==> config.mk <==
export PLATFORM = sky130hd
export DESIGN_NAME = instr_fetch_buffer
export DESIGN_NICKNAME = d
export VERILOG_FILES = /design/src/rtl/instr_fetch_buffer.sv
export SDC_FILE = /design/constraint.sdc
export NUM_CORES = 1
export LEC_CHECK = 0
export ABC_AREA = 1
export BUFFER_PORTS_ARGS = -buffer_cell sky130_fd_sc_hd__clkbuf_2
export CORE_MARGIN = 2
export CORE_UTILIZATION = 50
export CTS_CLUSTER_DIAMETER = 80
export DETAILED_ROUTE_END_ITERATION = 7
export PLACE_DENSITY = 0.7
export SLEW_MARGIN = 10
export SYNTH_ARGS = -nofsm -noshare
export SYNTH_HDL_FRONTEND = slang
export SYNTH_SLANG_ARGS = --single-unit
==> constraint.sdc <==
create_clock -name clk -period 3.8 [get_ports clk]
set_input_delay 0.38 -clock clk [delete_from_list [all_inputs] [get_ports clk]]
set_output_delay 0.38 -clock clk [all_outputs]
set_load 0.1 [all_outputs]
==> src/rtl/instr_fetch_buffer.sv <==
// instr_fetch_buffer: sequential instruction fetch with a small PC-tagged FIFO toward decode
// Optional feature: define IFB_BYPASS_EN to forward a returning word straight to decode when the FIFO is empty.
// Ports:
//   clk, reset (async, active-low)
//   redirect, pc_in                          : flush and restart fetch at pc_in (word aligned)
//   imem_req, imem_addr, imem_gnt            : read request handshake, one read outstanding at most
//   imem_rvalid, imem_rdata                  : read response
//   instr_valid, instr_ready, instr, instr_pc: head of queue to decode
module instr_fetch_buffer #(
    parameter int          DEPTH    = 4,
    parameter logic [31:0] RESET_PC = 32'h0
) (
    input  logic        clk,
    input  logic        reset,
    input  logic        redirect,
    input  logic [31:0] pc_in,
    output logic        imem_req,
    output logic [31:0] imem_addr,
    input  logic        imem_gnt,
    input  logic        imem_rvalid,
    input  logic [31:0] imem_rdata,
    output logic        instr_valid,
    input  logic        instr_ready,
    output logic [31:0] instr,
    output logic [31:0] instr_pc
);
    localparam int AW = $clog2(DEPTH);
    localparam logic [AW:0] FULL = (AW + 1)'(DEPTH);

    typedef enum logic [1:0] {IDLE, REQ, WAIT} state_t;

    state_t        state, state_nxt;
    logic [31:0]   fetch_pc;
    logic          kill;
    logic [31:0]   mem_data [DEPTH];
    logic [31:0]   mem_pc   [DEPTH];
    logic [AW-1:0] wr_ptr, rd_ptr;
    logic [AW:0]   count;
    logic          resp, fifo_valid, bypass, push, pop;

    assign resp       = (state == WAIT) && imem_rvalid;
    assign fifo_valid = (count != '0);
`ifdef IFB_BYPASS_EN
    assign bypass     = !fifo_valid && !kill && !redirect && resp;
`else
    assign bypass     = 1'b0;
`endif
    // a bypassed word taken by decode in the same cycle never enters the FIFO
    assign push        = resp && !kill && !redirect && !(bypass && instr_ready);
    assign pop         = fifo_valid && instr_ready && !redirect;
    assign imem_req    = (state == REQ);
    assign instr_valid = fifo_valid || bypass;
    assign instr       = bypass ? imem_rdata : mem_data[rd_ptr];
    assign instr_pc    = bypass ? imem_addr  : mem_pc[rd_ptr];

    always_ff @(posedge clk or negedge reset) begin
        if (!reset) state <= IDLE;
        else        state <= state_nxt;
    end

    // count alone gates the request: nothing is outstanding while in IDLE
    always_comb begin
        state_nxt = state;
        if (state == IDLE && count < FULL && !redirect) state_nxt = REQ;
        if (state == REQ && imem_gnt)                   state_nxt = WAIT;
        if (resp)                                       state_nxt = IDLE;
    end

    always_ff @(posedge clk or negedge reset) begin
        if (!reset) begin
            fetch_pc  <= RESET_PC;
            imem_addr <= '0;
            kill      <= 1'b0;
        end else begin
            // once killed, the grant belongs to the stale address and must not advance the new target
            if (redirect)                                fetch_pc <= pc_in & ~32'h3;
            else if (state == REQ && imem_gnt && !kill)  fetch_pc <= fetch_pc + 32'd4;
            if (state == IDLE && state_nxt == REQ)       imem_addr <= fetch_pc;
            // a redirect landing on the response itself drops it directly, no kill needed
            kill <= resp ? 1'b0 : (kill || (redirect && state != IDLE));
        end
    end

    always_ff @(posedge clk or negedge reset) begin
        if (!reset) begin
            wr_ptr <= '0;
            rd_ptr <= '0;
            count  <= '0;
            for (int i = 0; i < DEPTH; i++) begin
                mem_data[i] <= '0;
                mem_pc[i]   <= '0;
            end
        end else if (redirect) begin
            wr_ptr <= '0;
            rd_ptr <= '0;
            count  <= '0;
        end else begin
            if (push) begin
                mem_data[wr_ptr] <= imem_rdata;
                mem_pc[wr_ptr]   <= imem_addr;
                wr_ptr           <= wr_ptr + 1'b1;
            end
            if (pop) rd_ptr <= rd_ptr + 1'b1;
            count <= count + (AW + 1)'(push) - (AW + 1)'(pop);
        end
    end
endmodule
==> flow_results.org, run 1 <==
** Worst setup path
- Category of the worst setup path launch point :: flop
- Largest fanout on the critical path :: 51
- Nature of the critical path endpoint :: primary output
- The number of buffers and inverters on the critical path is 3.
- STA puts the critical path data required time at 3.42 ns.
- Signal arrival time at the worst endpoint :: 2.68 ns
- Family with the most delay on the worst path :: buffers and inverters
- Type of the setup path with the least slack :: reg -> out
- Walking the worst path, the cells encountered are clkinv_2 -> buf_12 -> o21ai_0 -> o22ai_1 -> clkbuf_2.
- Cell type of the slowest stage on the worst timing path :: sky130_fd_sc_hd__clkbuf_2
- For this run, the slowest stage of the critical path takes 0.52 ns.

** Floorplanning
- For this design the top-level I/O count stands at 168.
- Number of rows created at floorplan :: 63
- Effective utilization at floorplan :: 51.1%
- Width of the die :: 179 µm
- The die covers 31900 µm².
- Total core area :: 29900 µm²
- Overall die height :: 179 µm

** Synth
- The Yosys step of the flow raised 0 warnings.
- Share of synthesized cell area in and, or, nand and nor gates :: 23.2%
- After technology mapping, the gate count stands at 1936.
- By area the synthesized netlist is led by sky130_fd_sc_hd__dfrtp_1 52%, sky130_fd_sc_hd__nand2_1 16%, sky130_fd_sc_hd__o21ai_1 7.1%.
- The synthesized netlist devotes 16.8% of its cell area to compound gates.
- Multiplexer share of the synthesized area :: 0.664%
- Dividing the synthesized area by the synthesized cell count gives 7.88 µm².
- Syn Std Cell Area :: 15300 µm²
- After Yosys synthesis, full adders, half adders and majority gates account for 0.705% of the synthesized area.
- After synthesis, the largest family of logic cells by area is simple AND/OR/NAND/NOR gates.
- sky130_fd_sc_hd__dfrtp_1 takes more of the synthesized area than any other cell.
- Sequential elements use 52.1% of the synthesized area.
- Number of register bits inferred by synthesis :: 318
- Xor/xnor share of the synthesized area :: 0.344%
- The synthesized design devotes to its leading area cell type 52.1% of total area.
- Counting distinct cell types in the post-synthesis netlist gives 30.

** Placed design
- Including well taps, the total number of placed cells is 2380.
- The congestion estimate from routability-driven global placement came to 0.919.
- The count of buffers added on input and output ports is 161.
- Detail Placement HPWL :: 25000 µm

** Routing
- Final routed DRC violation total :: 0
- Antenna Nets Post-Route :: 0
- Number of detailed-routing iterations run before antenna repair :: 5
- Total wire length after detailed routing :: 42700 µm
- Detailed routing inserted a total of 13500 vias.
- Routed via count divided by cell count :: 5.52
- After detailed routing, the average wire length per cell comes to 17.5 µm.
- DRC violation total after the first TritonRoute iteration :: 1024

** Clocking
- Number of buffers on the longest clock path :: 3
- Level count of the clock H-tree :: 2
- Clock tree from TritonCTS :: yes
- Clock latency on the worst-skew pair, taken at its later pin, is 0.51 ns.
- The clock drives 318 sinks.
- Clock-pin slew on the worst setup and hold paths :: 0.06 ns
- CTS Buf Count :: 36
- After clock tree synthesis, the setup repair step added 0 buffers.
- Clock tree synthesis selected as its root buffer the cell sky130_fd_sc_hd__clkbuf_16.

** Hold path
- The path class of the tightest hold or removal check is in -> reg.

** GRT
- Largest net degree at the start of global routing :: 126
- The number of global-route vias before repair was 13000.
- Global routing met2 resource utilization :: 44.0%
- The first global-routing pass estimated 68900 µm of wire.
- After global routing, the most crowded layer is met2.
- Global routing finished with a remaining overflow of 0.
- For met1 alone, demand over resource in global routing was 38.0%.
- Global routing used 4.01% of the available met3 tracks.
- Gr usage total :: 27.3%
- The number of antenna violations at the first check in global routing came to 0.

** Status
- Run status :: finished clean

** Timing
- The worst pin sits at a relative slew slack of 33.0%.
- Total Negative Setup Slacks :: 0 ns
- Slew @ Worst Pin :: 1.00 ns
- Time the final worst path needs with I/O delays and setup :: 3.06 ns
- Setup repair after global routing missed its margin :: no
- The count of endpoints failing hold in the final timing report came to 0.
- Derived from the worst setup path, the maximum achievable clock frequency is 326 MHz.
- The tightest hold path in the finished design has a slack of 0.0884 ns.
- Across the routed clock network, the largest skew measured is 0.0103 ns.
- Final setup violating endpoints :: 0
- The worst path uses 80.6% of the clock period.
- The final number of max-transition violations is 0.

** Pwr
- The analysis attributes to cell leakage a power of 9.47 nW.
- Total Power :: 0.00705 W
- Pwr per Cell Area :: 407 nW/µm²
- Worst vdd ir :: 0.310 mV

** Final layout
- Relative to the synthesized area, the layout overhead comes to 13.6%.
- Cells fill 58.0% of the core in the end.
- Final cell count without fillers :: 2442
- The post-route netlist has 13.1% of its cells at a drive strength greater than 1.
- Layout Nets :: 2107
- The number of antenna diodes in the final layout is 0.

** Run
- Max-cap violations :: 0
==> state kept, by name, indices dropped and copies added, names as in the netlist <==
register and flops:
fetch_pc 30, rd_ptr 2, imem_addr 30, kill 1, count 3, mem_pc 120, mem_data 128, state 2
wr_ptr 2
==> final cells by class <==
cell class | instances | area [µm²]
fill | 2774 | 12500
sequential | 318 | 7960
multi-input combinational | 1426 | 6390
timing repair buffer | 186 | 1140
clock buffer | 54 | 1060
tap | 390 | 488
inverter | 61 | 230
clock inverter | 7 | 60.1
==> synth_stat cells, drive strengths merged <==
library cell,instances
ha,7
a211oi,2
buf,66
and2,1
o21ai,411
mux2,9
nor2,196
nand3,46
nand2,651
dfrtp,318
o22ai,62
conb,1
nand4,8
clkbuf,68
fa,1
a31oi,2
clkinv,4
a21oi,15
inv,57
nor3,2
o211ai,3
xor2,6
==> repair_timing <==
item	4_1_cts	5_1_grt
hold endpoints to repair	99	0
setup endpoints to repair	0	0
gates resized for setup	0	0
hold buffers	1	0
==> path summary, 6_finish.rpt <==
kind	startpoint	end	slack, ns	cells after the start
max	rd_ptr[0]$_DFFE_PN0P_	instr_pc[19]	0.74	5
min reg2reg	mem_data[43]$_DFFE_PN0P_	mem_data[43]$_DFFE_PN0P_	0.47	2
min in group asynchronous	reset	mem_data[6]$_DFFE_PN0P_	0.54	2
min	pc_in[13]	fetch_pc[13]$_DFFE_PN0N_	0.09	3
max reg2reg	state[0]$_DFF_PN0_	count[2]$_DFF_PN0_	1.30	11
max in group asynchronous	reset	imem_addr[3]$_DFFE_PN0P_	2.30	3
==> worst min-delay path, delay by kind of cell <==
kind | cells | cell delay, ns
buf+inv | 1 | 0.07
simple gates | 2 | 0.10
==> metal layers <==
metal / vias up / wire length (µm)
met5: - / 0
met4: 0 / 1100
met3: 84 / 2930
met2: 477 / 19800
met1: 6392 / 18800
li1: 6535 / -
==> through the flow <==
stage | instance area [µm²] | setup WS (ns)
finish | 17300 | 0.736
global route | 17300 | 0.632
CTS | 17300 | 0.728
detailed placement | 16200 | 1.27
global placement | 16200 | 1.28
floorplan | 15300 | 0.852
==> cells in the final DEF, fill, tap and decap left out, drive strengths merged <==
cell type / n
nor3: 2
a31oi: 2
buf: 25
o211ai: 3
and2: 1
xor2: 6
dlygate4sd3: 1
fa: 1
a21oi: 15
mux2: 9
nand3: 46
bufinv: 1
nand2: 651
dfrtp: 318
o21ai: 411
nor2: 196
inv: 60
conb: 4
clkbuf: 214
ha: 7
a211oi: 2
nand4: 8
clkinv: 7
o22ai: 62
==> power by group <==
| group | leakage, nW | internal, W | switching (W) |
|---|---|---|---|
| combinational | 4.55 | 0.0000750 | 0.000202 |
| sequential | 4.36 | 0.00342 | 0.0000421 |
| clock | 0.556 | 0.00198 | 0.00133 |
| total | 9.47 | 0.00548 | 0.00157 |
==> cell families (layout without fill, tap and decap cells) <==
logic type	count (synthesis)	after routing
other	1	4
AOI/OAI and AO/OA	495	495
DFF	318	318
muxes	9	9
buffers and inverters	195	308
adders and majority gates	8	8
xor gates and xnor gates	6	6
and+or+nand+nor	904	904
Note: power is estimated with default switching activity, not from simulation.
==> run 2: changes to the inputs <==
--- a/config.mk
+++ b/config.mk
@@ -11,7 +11,7 @@
 export CORE_UTILIZATION = 50
 export CTS_CLUSTER_DIAMETER = 80
 export DETAILED_ROUTE_END_ITERATION = 7
-export PLACE_DENSITY = 0.7
+export PLACE_DENSITY = 0.72
 export SLEW_MARGIN = 10
 export SYNTH_ARGS = -nofsm -noshare
 export SYNTH_HDL_FRONTEND = slang
==> constraint.sdc (replaced) <==
create_clock -name clk -period 2.71 [get_ports clk]
set_input_delay 0.271 -clock clk [delete_from_list [all_inputs] [get_ports clk]]
set_output_delay 0.271 -clock clk [all_outputs]
set_load 0.1 [all_outputs]
==> flow_results.org, run 2 (synthesis results as in run 1) <==
** Timing
- Crit share post-route :: 93.6%
- Derived from the worst setup path, the maximum achievable clock frequency is 394 MHz.
- The clock arrives with 0.0138 ns of skew.
- Total Negative Setup Slacks :: 0 ns
- Hold Fails Final Rpt :: 0
- Slew @ Worst Pin :: 0.895 ns
- Setup violations remaining at the end of the flow were counted as 0.
- The worst path in the final design needs a cycle of 2.54 ns, including I/O delays and setup.
- Setup ws final :: 0.173 ns
- Setup repair after global routing missed its margin :: no
- Final Max Slew Viols :: 0
- Worst-case headroom to the max-slew limit :: 40.4%

** Floorplanning
- Number of rows created at floorplan :: 63
- For this configuration, the core starts out at a cell density of 51.1%.
- I/O pin total :: 168
- Die outline area :: 31900 µm²
- Width of the die :: 179 µm
- From bottom edge to top edge, the die measures 179 µm.
- The total area inside the core boundary comes to 29900 µm².

** GRT
- Global routing consumed, over all layers together, 28.0% of the routing resources.
- The first global-routing pass estimated 70700 µm of wire.
- Largest net degree at the start of global routing :: 204
- Total overflow reported by the global router :: 0
- Number of global-route vias before repair :: 13600
- The number of antenna violations at the first check in global routing came to 1.

** Hold path
- Worst min-delay path endpoint :: fetch_pc[10]$_DFFE_PN0N_
- The startpoint identified for the worst hold timing path is pc_in[10].
- Path category of the worst min-delay check :: in -> reg
- The worst hold path passes through 3 cells.

** Worst setup path
- In this run the critical register-to-register path is launched from state[0]$_DFF_PN0_.
- Signal arrival time at the worst endpoint :: 2.27 ns
- STA classifies the critical path endpoint as a primary output.
- In this run the critical register-to-register path is captured at mem_pc[110]$_DFFE_PN0P_.
- Category of the worst setup path launch point :: flop
- Required @ worst endpoint :: 2.44 ns
- For flop-to-flop paths, the worst setup slack is 0.46 ns.
- Along the worst path, the maximum fanout reaches 80.
- The worst setup path is of the reg -> out kind.
- Length in cells of the worst reg-to-reg path :: 9

** Final layout
- Total of fill cells in the finished design :: 2513
- Register ranked first by flip-flop count :: mem_data
- Excluding fillers, the count of instances in the completed layout stands at 2463.
- The register with the most flip-flops in the layout has 128 of them.
- The area growth from synthesis to layout is 23.6%.
- Most frequent cells in the layout :: 649 x sky130_fd_sc_hd__nand2_1, 316 x sky130_fd_sc_hd__dfrtp_1, 215 x sky130_fd_sc_hd__o21ai_1
- Share of post-route cells with drive strength above 1 :: 16.5%
- Top flop regs :: mem_data x128, mem_pc x120
- Fin area :: 18900 µm²
- Antenna Diode Count :: 0
- Layout Nets :: 2127
- Most common cell after layout, fill and taps aside :: sky130_fd_sc_hd__nand2_1

** Clocking
- After clock tree synthesis, the clock-pin slew on the worst setup and hold paths is 0.06 ns.
- Latest clock arrival within the worst-skew pair :: 0.51 ns
- Clock tree synthesis inserted a total of 35 buffers.
- Number of buffers on the longest clock path :: 3
- Clock tree from TritonCTS :: yes
- The H-tree was split into 2 levels.
- The tree is rooted in a sky130_fd_sc_hd__clkbuf_16.
- CTS saw 318 sinks.

** Pwr
- Static leakage power :: 9.98 nW
- Clock share of power :: 48.4%
- Across the VDD grid, the largest voltage drop is 0.484 mV.
- Per report_power, the combinational group accounts for 4.0% of the total.
- Pwr per Cell Area :: 540 nW/µm²
- Cell internal power was estimated by the tool at 0.00793 W.
- Sequential cells account for 47.6% of the total power.
- After layout, the design draws a total of 0.0102 W.
- Switching power share of the total :: 22.2%
- NetSw :: 0.00226 W

** Status
- Run status :: finished clean

** Routing
- Number of detailed-routing iterations run before antenna repair :: 5
- The detail route stage leaves a number of antenna-violating nets equal to 0.
- Final routed DRC violation total :: 0
- Total wire length after detailed routing :: 43600 µm
- Routed via count divided by cell count :: 5.63
- For this block, the initial DRC count from the detailed router was 1179.
- Routed wire length per instance :: 17.7 µm
- Across all layers, the routed design uses 13900 vias.

** Placed design
- Prior to clock tree synthesis, the placed netlist has a worst setup slack of 0.490 ns.
- After detailed placement, the total cell area comes to 17600 µm².
- Cell total after placement :: 2391
- Port buffering added 161 buffers.
- Routability congestion estimate :: 0.862
- Detail Placement HPWL :: 26500 µm

** Run
- The tool flagged a number of max-cap violations equal to 0.
[run 2: repair_timing]
item / 4_1_cts / 5_1_grt
resized for setup: 0 / 0
setup buffers: 0 / 0
hold endpoints to repair: 85 / 0
hold buffers: 11 / 0
[run 2: layer usage]
metal / vias to the layer above / track usage, % / share of wire [%]
met5: - / 0 / 0.030
met4: 2 / 9.45 / 2.9
met3: 82 / 4.33 / 7.1
met2: 519 / 46.2 / 48
met1: 6696 / 37.8 / 42
li1: 6575 / - / -
[run 2: worst max-delay path: stages, from the launching register on]
cell and delay, ns:
sky130_fd_sc_hd__dfrtp_4 0.49, sky130_fd_sc_hd__clkinv_2 0.20, sky130_fd_sc_hd__buf_12 0.36, sky130_fd_sc_hd__o21ai_0 0.15, sky130_fd_sc_hd__o22ai_1 0.29, sky130_fd_sc_hd__buf_12 0.22
[run 2: cell type report]
cell class | instances | area [µm²] | area share (%)
Sequential cell | 318 | 7960 | 42.2
Multi-Input combinational cell | 1426 | 6760 | 35.8
Timing Repair Buffer | 207 | 2230 | 11.8
Clock buffer | 49 | 1020 | 5.41
Tap cell | 390 | 488 | 2.59
Inverter | 61 | 230 | 1.22
Clock inverter | 12 | 170 | 0.902
[run 2: stage by stage]
step | hold WS [ns] | util, %
3_3_place_gp | 0.326 | 58.8
3_5_place_dp | 0.327 | 58.8
6_report | 0.0152 | 63.1
4_1_cts | 0.000194 | 63.1
2_1_floorplan | -0.0246 | -
5_1_grt | 0.0164 | 63.1
[run 2: power by group through the flow]
stage	sequential (W)	combinational, W	clock (W)
finish	0.00485	0.000404	0.00493
global route	0.00485	0.000462	0.00521
CTS	0.00485	0.000408	0.00502
detailed placement	0.00493	0.000395	0
global placement	0.00493	0.000388	0
floorplan	0.00492	0.000172	0
[run 2: how the worst max path moves through the flow]
stage                          startpoint                       end  slack [ns]  depth (start not counted)
floorplan           rd_ptr[0]$_DFFE_PN0P_                  instr[0]        0.05                          5
global placement       state[0]$_DFF_PN0_    mem_pc[37]$_DFFE_PN0P_        0.53                          9
detailed placement     state[0]$_DFF_PN0_  mem_data[36]$_DFFE_PN0P_        0.49                          9
CTS                 rd_ptr[0]$_DFFE_PN0P_                  instr[0]        0.17                          5
global route        rd_ptr[0]$_DFFE_PN0P_                  instr[0]        0.11                          5
finish              rd_ptr[0]$_DFFE_PN0P_                  instr[0]        0.17                          5
